==> src/rtl/vec_pe_sequencer.sv <==
// vec_pe_sequencer: walks one vector operation word by word through a
// single PE.  For each 32-bit word it reads vs1/vs2 from the register
// file, issues the pair to the PE, waits for pe_done, and then writes the
// result to vd with byte strobes.  Completion or error is reported through
// the rsp handshake.
module vec_pe_sequencer #(
    parameter int VLEN    = 128,
    parameter int WPR     = VLEN / 32,
    parameter int AW      = 5 + $clog2(WPR),
    parameter int TIMEOUT = 16
) (
    input  logic          clk,
    input  logic          resetn,
    input  logic          cmd_valid,
    output logic          cmd_ready,
    input  logic [7:0]    cmd_instr,
    input  logic [4:0]    cmd_vs1,
    input  logic [4:0]    cmd_vs2,
    input  logic [4:0]    cmd_vd,
    input  logic [7:0]    cmd_vl,
    input  logic [9:0]    cmd_sew,
    output logic          rsp_valid,
    input  logic          rsp_ready,
    output logic          rsp_err,
    output logic          busy,
    output logic          rf_ren,
    output logic [AW-1:0] rf_raddr_a,
    output logic [AW-1:0] rf_raddr_b,
    input  logic [31:0]   rf_rdata_a,
    input  logic [31:0]   rf_rdata_b,
    output logic          rf_wen,
    output logic [AW-1:0] rf_waddr,
    output logic [31:0]   rf_wdata,
    output logic [3:0]    rf_wstrb,
    output logic [7:0]    pe_instruction,
    output logic          pe_start,
    output logic [31:0]   pe_opA,
    output logic [31:0]   pe_opB,
    output logic [31:0]   pe_opC,
    output logic [9:0]    pe_sew,
    input  logic          pe_done,
    input  logic [31:0]   pe_out
);

    localparam int IW = $clog2(WPR);
    localparam int TW = $clog2(TIMEOUT + 1);

    typedef enum logic [2:0] {
        S_IDLE, S_CHECK, S_READ, S_ISSUE, S_WAIT, S_WRITE, S_RESP
    } state_t;

    state_t          r_state;
    logic [7:0]      r_instr;
    logic [4:0]      r_vs1;
    logic [4:0]      r_vs2;
    logic [4:0]      r_vd;
    logic [7:0]      r_vl;
    logic [9:0]      r_sew;
    logic [IW-1:0]   r_idx;
    logic [TW-1:0]   r_tcnt;

    logic            r_rsp_valid;
    logic            r_rsp_err;
    logic            r_rf_ren;
    logic [AW-1:0]   r_rf_raddr_a;
    logic [AW-1:0]   r_rf_raddr_b;
    logic            r_rf_wen;
    logic [AW-1:0]   r_rf_waddr;
    logic [31:0]     r_rf_wdata;
    logic [3:0]      r_rf_wstrb;
    logic [7:0]      r_pe_instruction;
    logic            r_pe_start;
    logic [31:0]     r_pe_opA;
    logic [31:0]     r_pe_opB;
    logic [9:0]      r_pe_sew;

    logic [17:0]     w_bits;
    logic [17:0]     w_nwords;
    logic            w_sew_ok;
    logic            w_err;
    logic            w_last;
    logic [IW-1:0]   w_idx_nx;
    logic [3:0]      w_wstrb;

    // Operation size and legality, derived from the latched command fields
    always_comb begin
        w_bits   = {10'd0, r_vl} * {8'd0, r_sew};
        w_nwords = (w_bits + 18'd31) >> 5;
        w_sew_ok = (r_sew == 10'd8) || (r_sew == 10'd16) || (r_sew == 10'd32);
        w_err    = !w_sew_ok || (r_instr > 8'h05) || (w_bits > 18'(VLEN));
        w_last   = ((18'(r_idx) + 18'd1) == w_nwords);
        w_idx_nx = r_idx + IW'(1);
        w_wstrb  = 4'hF;
        if (w_last) begin
            // partial last word: keep only the bytes that belong to the vector
            case (w_bits[4:3])
                2'd1:    w_wstrb = 4'h1;
                2'd2:    w_wstrb = 4'h3;
                2'd3:    w_wstrb = 4'h7;
                default: w_wstrb = 4'hF;
            endcase
        end
    end

    // Sequencer FSM; every strobe and bus is registered on entry to its state
    always_ff @(posedge clk or negedge resetn) begin
        if (!resetn) begin
            r_state          <= S_IDLE;
            r_instr          <= '0;
            r_vs1            <= '0;
            r_vs2            <= '0;
            r_vd             <= '0;
            r_vl             <= '0;
            r_sew            <= '0;
            r_idx            <= '0;
            r_tcnt           <= '0;
            r_rsp_valid      <= 1'b0;
            r_rsp_err        <= 1'b0;
            r_rf_ren         <= 1'b0;
            r_rf_raddr_a     <= '0;
            r_rf_raddr_b     <= '0;
            r_rf_wen         <= 1'b0;
            r_rf_waddr       <= '0;
            r_rf_wdata       <= '0;
            r_rf_wstrb       <= '0;
            r_pe_instruction <= '0;
            r_pe_start       <= 1'b0;
            r_pe_opA         <= '0;
            r_pe_opB         <= '0;
            r_pe_sew         <= '0;
        end else begin
            r_rf_ren   <= 1'b0;
            r_rf_wen   <= 1'b0;
            r_pe_start <= 1'b0;
            case (r_state)
                S_IDLE: begin
                    if (cmd_valid) begin
                        r_instr <= cmd_instr;
                        r_vs1   <= cmd_vs1;
                        r_vs2   <= cmd_vs2;
                        r_vd    <= cmd_vd;
                        r_vl    <= cmd_vl;
                        r_sew   <= cmd_sew;
                        r_idx   <= '0;
                        r_state <= S_CHECK;
                    end
                end
                S_CHECK: begin
                    if (w_err) begin
                        r_rsp_valid <= 1'b1;
                        r_rsp_err   <= 1'b1;
                        r_state     <= S_RESP;
                    end else if (r_vl == 8'd0) begin
                        r_rsp_valid <= 1'b1;
                        r_rsp_err   <= 1'b0;
                        r_state     <= S_RESP;
                    end else begin
                        r_rf_ren     <= 1'b1;
                        r_rf_raddr_a <= {r_vs1, r_idx};
                        r_rf_raddr_b <= {r_vs2, r_idx};
                        r_state      <= S_READ;
                    end
                end
                S_READ: begin
                    r_state <= S_ISSUE;
                end
                S_ISSUE: begin
                    r_pe_opA         <= rf_rdata_a;
                    r_pe_opB         <= rf_rdata_b;
                    r_pe_instruction <= r_instr;
                    r_pe_sew         <= r_sew;
                    r_pe_start       <= 1'b1;
                    r_tcnt           <= '0;
                    r_state          <= S_WAIT;
                end
                S_WAIT: begin
                    if (pe_done) begin
                        r_rf_wdata <= pe_out;
                        r_rf_wen   <= 1'b1;
                        r_rf_waddr <= {r_vd, r_idx};
                        r_rf_wstrb <= w_wstrb;
                        r_state    <= S_WRITE;
                    end else if (r_tcnt == TW'(TIMEOUT - 1)) begin
                        r_rsp_valid <= 1'b1;
                        r_rsp_err   <= 1'b1;
                        r_state     <= S_RESP;
                    end else begin
                        r_tcnt <= r_tcnt + TW'(1);
                    end
                end
                S_WRITE: begin
                    r_idx <= w_idx_nx;
                    if (w_last) begin
                        r_rsp_valid <= 1'b1;
                        r_rsp_err   <= 1'b0;
                        r_state     <= S_RESP;
                    end else begin
                        r_rf_ren     <= 1'b1;
                        r_rf_raddr_a <= {r_vs1, w_idx_nx};
                        r_rf_raddr_b <= {r_vs2, w_idx_nx};
                        r_state      <= S_READ;
                    end
                end
                S_RESP: begin
                    if (rsp_ready) begin
                        r_rsp_valid <= 1'b0;
                        r_rsp_err   <= 1'b0;
                        r_state     <= S_IDLE;
                    end
                end
                default: r_state <= S_IDLE;
            endcase
        end
    end

    assign cmd_ready      = (r_state == S_IDLE);
    assign busy           = (r_state != S_IDLE);
    assign rsp_valid      = r_rsp_valid;
    assign rsp_err        = r_rsp_err;
    assign rf_ren         = r_rf_ren;
    assign rf_raddr_a     = r_rf_raddr_a;
    assign rf_raddr_b     = r_rf_raddr_b;
    assign rf_wen         = r_rf_wen;
    assign rf_waddr       = r_rf_waddr;
    assign rf_wdata       = r_rf_wdata;
    assign rf_wstrb       = r_rf_wstrb;
    assign pe_instruction = r_pe_instruction;
    assign pe_start       = r_pe_start;
    assign pe_opA         = r_pe_opA;
    assign pe_opB         = r_pe_opB;
    assign pe_opC         = '0;
    assign pe_sew         = r_pe_sew;

endmodule

==> config.mk <==
export PLATFORM = sky130hd
export DESIGN_NAME = vec_pe_sequencer
export DESIGN_NICKNAME = d
export VERILOG_FILES = /design/src/rtl/vec_pe_sequencer.sv
export SDC_FILE = /design/constraint.sdc
export NUM_CORES = 1
export LEC_CHECK = 0
export CORE_AREA = 2 2 148 150
export CTS_CLUSTER_DIAMETER = 50
export DETAILED_ROUTE_END_ITERATION = 6
export DIE_AREA = 0 0 150 152
export GPL_TIMING_DRIVEN = 0
export PLACE_DENSITY = 0.86
export SYNTH_ARGS = -nofsm -noshare
export SYNTH_HDL_FRONTEND = slang
export SYNTH_SLANG_ARGS = --single-unit
==> constraint.sdc <==
create_clock -name clk -period 11.4 [get_ports clk]
set_clock_uncertainty 0.1 [all_clocks]
set_input_delay 1.71 -clock clk [delete_from_list [all_inputs] [get_ports clk]]
set_output_delay 1.71 -clock clk [all_outputs]
set_load 0.1 [all_outputs]
# == Word level (Yosys, flattened, before mapping) ==
# Index checks and enable logic that the tools add are counted.
# totals
regBits,195
output_inout_bits,178
# op_classes
n_addsub,4
multipliers,1
n_lt_le_gt_ge,2
eq_ne,25
muxes,41
reduce_logical,19
# op_table
operator,n
$mux W7,6
$pmux W7 S2,2
$mux W3,7
$pmux W3 S7,1
$add A18 B5 Y18 const B,1
$gt A18 B8 Y1 const B,1
$mul A8 B10 Y18,1
$ne A2 B2 Y1 const B,9
$mux W1,15
$eq A3 B13 Y1,1
$pmux W4 S3,1
$eq A10 B4 Y1 const B,1
$eq A10 B5 Y1 const B,1
$eq A10 B6 Y1 const B,1
$mux W5,2
$pmux W5 S2,1
$eq A3 B3 Y1 const B,3
$gt A8 B3 Y1 const B,1
$logic_not A8 Y1,1
$pmux W1 S4,2
$eq A3 B2 Y1 const B,2
$ne A3 B3 Y1 const B,2
$reduce_and A2 Y1,3
$reduce_and A3 Y1,2
other kinds (19),25

# == Longest topological paths before layout ==
# Gate-level depths: netlist of the first run.
# logic_depth
depth_word,8
ltp_mapped,23
mapped_depth_nobuf,21

# == Worst setup path after synthesis of the first run ==
# OpenSTA, ideal clock, no wires.
# synth_timing
path_kind,flip-flop to flip-flop
startpoint,reg r_vl[7]
endpoint,reg r_rf_raddr_a[1] (netlist: rf_raddr_a[1])
arrival_ns,5.670
required_time_ns,11.174
setup_slack_ns,5.504
path_stages_with_launch,21
path_buffers,2
period_less_slack_ns,5.896
cell_sequence,dfrtp_1 > clkbuf_1 > nand2_1 > fa_1 > fa_1 > inv_1 > fa_1 > inv_1 > fa_1 > inv_1 > ha_1 > a21o_1 > a221o_1 > a21oi_1 > a41oi_1 > or2_2 > mux2_2 > a211oi_2 > a211o_4 > buf_6 > mux2_4
# synth_between
elab_chain_len,5
word_cells_on_any_way,10
# synth_rtl
item,line_no,text
"start, declared",57,logic [7:0] r_vl;
"start signal, assigned",142,r_vl <= cmd_vl;
$mul A8 B10 Y18,87,"w_bits = {10'd0, r_vl} * {8'd0, r_sew};"
$add A18 B5 Y18 or $gt A18 B8 Y1 (tied branches),"88, 90",
$eq A3 B13 Y1 or $logic_or A1 B1 Y1 (tied branches),"91, 90",
$ne A2 B2 Y1 (no source line),--,
$reduce_and A4 Y1 (no source line) *,--,
"end signal, assigned",159,"r_rf_raddr_a <= {r_vs1, r_idx};"
"end signal, assigned",199,"r_rf_raddr_a <= {r_vs1, w_idx_nx};"
"end, declared",65,logic [AW-1:0] r_rf_raddr_a;
# Mark *: on every way between the ends. The rest lies on a longest branch, timed or not.
# A chain may end at the register's enable or synchronous reset.

# == Final worst setup path of the first run ==
# layout_timing
startpoint,reg r_vl[6]
endpoint,reg r_rf_raddr_b[5] (netlist: rf_raddr_b[5])
# layout_between
elab_chain_len,5
word_cells_on_any_way,10
# layout_rtl
item,line_no,text
$mul A8 B10 Y18,87,
$add A18 B5 Y18 or $gt A18 B8 Y1 (tied branches),"88, 90",
$eq A3 B13 Y1 or $logic_or A1 B1 Y1 (tied branches),"91, 90",
$ne A2 B2 Y1 (no source line),--,
$reduce_and A4 Y1 (no source line) *,--,
"end signal, assigned",160,"r_rf_raddr_b <= {r_vs2, r_idx};"
"end signal, assigned",200,"r_rf_raddr_b <= {r_vs2, w_idx_nx};"
"end, declared",66,logic [AW-1:0] r_rf_raddr_b;
# Marked as above.

==> results.ini, run 1 <==
[global_route]
grt_antenna_before_repair=8
grt_pass1_vias=9314
grt.total_usage=0.283
grt_pass1_wl_um=49800
overflow=0
grt_max_degree=102

[logic_synthesis]
syn_inst=1072
synth-seq-area-share=0.445
yosys_warnings=0
synthArstFlopShare=1.00
synth_area_leaders=dfrtp_1 (44%), nand2_1 (9.8%), mux2_2 (9.0%), fa_1 (8.9%), ha_1 (5.1%)
yosysMostFrequentCell=nand2_1
synth_flop_cell=dfrtp_1
synth.avg_cell_area_sq_um=10.1
syn_area_sq_um=10900
yosysTopAreaCellShare=0.445
synth-seq-cells=193
yosys.area.top_type=dfrtp_1
synth_edf_count=0
synth_cell_types=64
yosys-top-cells-count=nand2_1 (284), dfrtp_1 (193), mux2_2 (87)

[floorplanning]
num_rows=54
fp.dieW_um=150
fp.coreArea_sq_um=21400
start_util=0.508
io_pins=320
design.die.area_sq_um=22800
fp.dieH_um=152

[cells_and_area]
drive_gt1_frac=0.129
fillers=1538
final_area_sq_um=14800
seq_area_sq_um=4830
fin_nets=1643
syn2layout_area_growth_pct=36.7
multi_input_area_sq_um=5390

[placement]
portBuffers=286
placed_area_sq_um=14200
dp_slack_ns=4.65
routabilityCongestion=0.860
hpwl_um=23000

[cts]
clk_latency_ns=0.44
clockBufferDepth=2
clk_pin_slew_worst_paths_ns=0.07
h-tree-depth=4
cts_resized=0
cts_setup_buffers=0
root_buffer=clkbuf_16
cts_tree=yes
cts_sinks=193
numCtsBuffers=17
postCtsHoldBufs=0

[critical_path]
worst_path_most_repeated_cell=fa_1
cp_top_family=adder cells
critPathCaptureType=register
max_stage_delay_ns=0.57
cp.arrival_ns=7.04
crit_type=register to register
cp_data_required_time_ns=11.62
slowest_stage=fa_1
crit_buf_inv=5
critPathMaxFanout=10
startpoint_type=register
crit_chain=clkbuf_1 -> nand2_1 -> fa_1 -> fa_1 -> inv_1 -> fa_1 -> inv_1 -> fa_1 -> inv_1 -> ha_1 -> o211ai_1 -> o21ai_2 -> nor2_1 -> o311ai_1 -> a41oi_1 -> or2_2 -> mux2_2 -> a211oi_2 -> a211o_4 -> buf_6 -> mux2_4

[timing]
period_share=0.598
rsz0062_at_grt=false
finalHoldViolations=0
setup_tns_ns=0
min_period_ns=6.82
fin_hold_ws_ns=0.365
worst_slack_ns=4.58
relSlewSlack=0.253
max_freq_ghz=0.147
worst_pin_slew_ns=1.12
slew_violations=0
final-setup-viol-count=0

[drt]
vias=8836
wl_per_cell_um=18.4
via_per_inst=5.17
drt-total-wl_um=31400
route.detailed.drc=0
initialDrtViolationCount=559
firstDrtPassIters=5
antenna_left=0

[outcome]
status=finished, final reports clean

[flow_run]
cap_violations=0

[worst_hold_path]
hp-class=register to register

-- area by class of cell --
type,instances,share of cell area
Antenna cell,8,0.00135
Buffer,86,0.0309
Clock buffer,19,0.0292
Clock inverter,13,0.0113
Inverter,78,0.0197
Multi-Input combinational cell,746,0.363
Sequential cell,193,0.326
Tap cell,280,0.0236
Timing Repair Buffer,287,0.195
-- stage by stage --
stage / instances / utilization
after global placement: 1669 / 0.664
after detailed placement: 1670 / 0.666
after global routing: 1710 / 0.695
after CTS: 1702 / 0.694
final: 1710 / 0.695
after floorplan: 1103 / -
-- sequential cells by signal (all words and copies together), names as in the netlist, 5 cells and up --
register / cells
r_sew: 10
r_vd: 5
rf_wdata: 32
rf_waddr: 7
rf_raddr_b: 5
r_vs1: 5
r_vl: 8
pe_opA: 32
pe_sew: 10
r_instr: 8
rf_raddr_a: 7
r_tcnt: 5
r_vs2: 5
pe_opB: 32
pe_instruction: 8
-- routing by layer --
layer,vias up,GRT usage,share of wire
li1,4057,-,-
met1,4363,0.317,0.36
met2,333,0.490,0.53
met3,83,0.0838,0.073
met4,0,0.137,0.045
met5,-,0,0
-- cell families after synthesis --
group,Yosys count,share of synthesized area
xor+xnor,19,0.0167
buf+inv,164,0.0693
fa+ha+maj,92,0.139
simple gates,428,0.176
other cells,1,0.000345
compound gates,80,0.0530
flops,193,0.445
mux,95,0.100
-- layout by cell type, fill, tap and decap left out, types with 5 or more instances in the layout --
master,count
buf_4,34
conb_1,32
ha_1,44
fa_1,48
clkbuf_1,45
or2_2,6
dfrtp_1,193
nor4_1,7
xnor2_1,14
o21ai_0,14
nor2_1,30
a31oi_1,5
inv_1,78
nand3_1,6
clkbuf_16,17
and2_1,66
mux2_2,87
a211oi_1,5
nor3_1,8
a21oi_1,18
nand2_1,284
mux2_4,6
buf_1,7
clkdlybuf4s50_1,285
diode_2,8
-- path summary, 6_finish.rpt --
path,from,slack [ns],end,depth (start not counted)
setup / recovery,r_vl[6],4.58,rf_raddr_b[5],21
hold / removal,rf_wstrb[0],0.37,rf_wstrb[0],1
setup reg to reg,r_vl[6],4.58,rf_raddr_b[5],21
hold reg to reg,rf_wstrb[0],0.37,rf_wstrb[0],1
max in group asynchronous,resetn,9.04,rf_waddr[5],2
min in group asynchronous,resetn,1.21,pe_opB[18],1
Power of run 1 is not shown: default switching activity piles up to over one toggle a cycle in this logic, so the estimate is an artifact.
==> inputs of run 2 (changes only) <==
==> config.mk (replaced) <==
export PLATFORM = sky130hd
export DESIGN_NAME = vec_pe_sequencer
export DESIGN_NICKNAME = d
export VERILOG_FILES = /design/src/rtl/vec_pe_sequencer.sv
export SDC_FILE = /design/constraint.sdc
export NUM_CORES = 1
export LEC_CHECK = 0
export CORE_AREA = 2 2 154 156
export CTS_CLUSTER_DIAMETER = 50
export DETAILED_ROUTE_END_ITERATION = 6
export DIE_AREA = 0 0 156 158
export GPL_TIMING_DRIVEN = 0
export PLACE_DENSITY = 0.8
export SYNTH_ARGS = -nofsm -noshare
export SYNTH_HDL_FRONTEND = slang
export SYNTH_SLANG_ARGS = --single-unit
==> constraint.sdc (replaced) <==
create_clock -name clk -period 7.01 [get_ports clk]
set_clock_uncertainty 0.1 [all_clocks]
set_input_delay 1.0515 -clock clk [delete_from_list [all_inputs] [get_ports clk]]
set_output_delay 1.0515 -clock clk [all_outputs]
set_load 0.1 [all_outputs]
==> run 2 against run 1 <==
Register-to-register slack got worse by 4.3 ns. Wire length down 6.6%. Design area down 0.11%. Sequential share of layout area barely moved. Critical path type unchanged.
==> results.ini, run 2 (same netlist as run 1, synthesis figures left out) <==
[cts]
root_buffer=clkbuf_16
cts_tree=yes
postCtsHoldBufs=0  ; unchanged
cts_resized=0  ; unchanged
clk_latency_ns=0.44  ; about the same
cts_sinks=193  ; unchanged
numCtsBuffers=17  ; unchanged
clk_pin_slew_worst_paths_ns=0.07  ; about the same
clockBufferDepth=2  ; unchanged
h-tree-depth=4  ; unchanged

[global_route]
grt_pass1_vias=9073  ; -2.6%
grt_antenna_before_repair=4  ; -4
grt_max_degree=108  ; +5.9%
overflow=0  ; unchanged
grt.total_usage=0.244  ; -0.0390
grt_pass1_wl_um=46400  ; -6.8%

[cells_and_area]
mostFrequentLayoutCells=clkdlybuf4s50_1 (285), nand2_1 (284), dfrtp_1 (193), mux2_2 (87), inv_1 (78)
fin_nets=1641  ; -0.12%
drive_gt1_frac=0.130  ; +0.000977
mostFrequentLayoutCell=clkdlybuf4s50_1
syn2layout_area_growth_pct=36.5
final_area_sq_um=14800  ; -0.11%

[drt]
vias=8582  ; -2.9%
route.detailed.drc=0  ; unchanged
wl_per_cell_um=17.2  ; -6.6%
via_per_inst=5.02  ; -2.9%
initialDrtViolationCount=441  ; -21%
firstDrtPassIters=4  ; -1
antenna_left=0  ; unchanged
drt-total-wl_um=29400  ; -6.6%

[placement]
routabilityCongestion=0.875  ; +1.7%
hpwl_um=22600  ; -1.5%
portBuffers=286  ; unchanged
placed_area_sq_um=14200  ; about the same
dp_slack_ns=0.342  ; -4.30 ns

[timing]
worst_pin_slew_ns=1.12  ; +0.00214 ns
max_freq_ghz=0.149  ; +1.9%
setup_tns_ns=0  ; unchanged
final-setup-viol-count=0  ; unchanged
slew_violations=0  ; unchanged
worst_slack_ns=0.320  ; -4.26 ns
min_period_ns=6.69  ; -0.129 ns
period_share=0.954  ; +0.356
relSlewSlack=0.251  ; -0.00143
finalHoldViolations=0  ; unchanged
rsz0062_at_grt=false

[floorplanning]
fp.dieW_um=156  ; +4.0%
fp.dieH_um=158  ; +3.9%
fp.coreArea_sq_um=23100  ; +8.0%
start_util=0.471  ; -0.0375
io_pins=320  ; unchanged
num_rows=56  ; +3.7%
design.die.area_sq_um=24600  ; +8.1%

[critical_path]
crit_path_start=r_vl[7]
cp.arrival_ns=6.91  ; -0.13 ns
r2r-start=r_vl[7]
critPathCaptureType=register
startpoint_type=register
cp-endpoint=rf_raddr_a[5]
crit_type=register to register
cp_data_required_time_ns=7.23  ; -4.39 ns
r2r_cells=20  ; -4.8%
critPathMaxFanout=10  ; unchanged
ff2ff_setup_slack_ns=0.32  ; -4.26 ns
r2r_end=rf_raddr_a[5]

[outcome]
status=finished, final reports clean

[worst_hold_path]
hp-class=register to register

[flow_run]
cap_violations=0  ; unchanged

## run 2: changes by cell type in the layout (fill, tap and decap cells not counted), sizes merged
| cell | delta |
|---|---|
| diode | -6 |
| clkbuf | -4 |
| clkinv | +4 |
| clkinvlp | -3 |
| bufinv | -1 |
| inv | +1 |
## run 2: final cells by class
class / count / area (sq um)
Antenna cell: 2 / 5.00
Buffer: 84 / 452
Clock buffer: 17 / 425
Clock inverter: 14 / 169
Fill cell: 1804 / 8230
Inverter: 78 / 293
Multi-Input combinational cell: 746 / 5390
Sequential cell: 193 / 4830
Tap cell: 290 / 363
Timing Repair Buffer: 287 / 2900
## run 2: how the worst min path moves through the flow
stage	start	end	cells past startpoint
finish	pe_opB[30]	pe_opB[30]	2
global route	rf_wstrb[0]	rf_wstrb[0]	1
CTS	pe_opB[30]	pe_opB[30]	2
detailed placement	pe_opB[22]	pe_opB[22]	2
global placement	r_instr[0]	pe_instruction[0]	2
floorplan	r_instr[0]	pe_instruction[0]	2
## run 2: timing repair
item | CTS | global route
buffers inserted | 0 | 0
endpoints found under the hold margin | 0 | 0
setup endpoints to repair | 0 | 6
## run 2: per-layer routing
layer / routed length [um] / track usage / part of all wire
met1: 10700 / 0.265 / 0.37
met2: 15200 / 0.433 / 0.52
met3: 2410 / 0.0887 / 0.082
met4: 1030 / 0.103 / 0.035
met5: 13 / 0 / 0.00044
## run 2: worst max-delay path, stage by stage (launching register included)
cell	delay, ns
dfrtp_1	0.37
clkbuf_1	0.35
nand2_1	0.15
fa_1	0.53
fa_1	0.55
inv_1	0.05
fa_1	0.52
inv_1	0.05
fa_1	0.55
inv_1	0.05
ha_1	0.36
a21o_1	0.24
a221o_1	0.39
a21oi_1	0.28
a41oi_1	0.22
or2_2	0.31
mux2_2	0.28
a211oi_2	0.40
a211o_4	0.28
buf_6	0.20
mux2_4	0.32
## run 2: through the flow
stage / hold slack (ns) / cells / util
6_report: 0.373 / 1711 / 0.643
5_1_grt: 0.396 / 1711 / 0.643
4_1_cts: 0.381 / 1711 / 0.643
3_5_place_dp: 0.363 / 1680 / 0.617
3_3_place_gp: 0.349 / 1679 / 0.616
2_1_floorplan: 0.335 / 1103 / -
Power of run 2 is left out for the same reason.
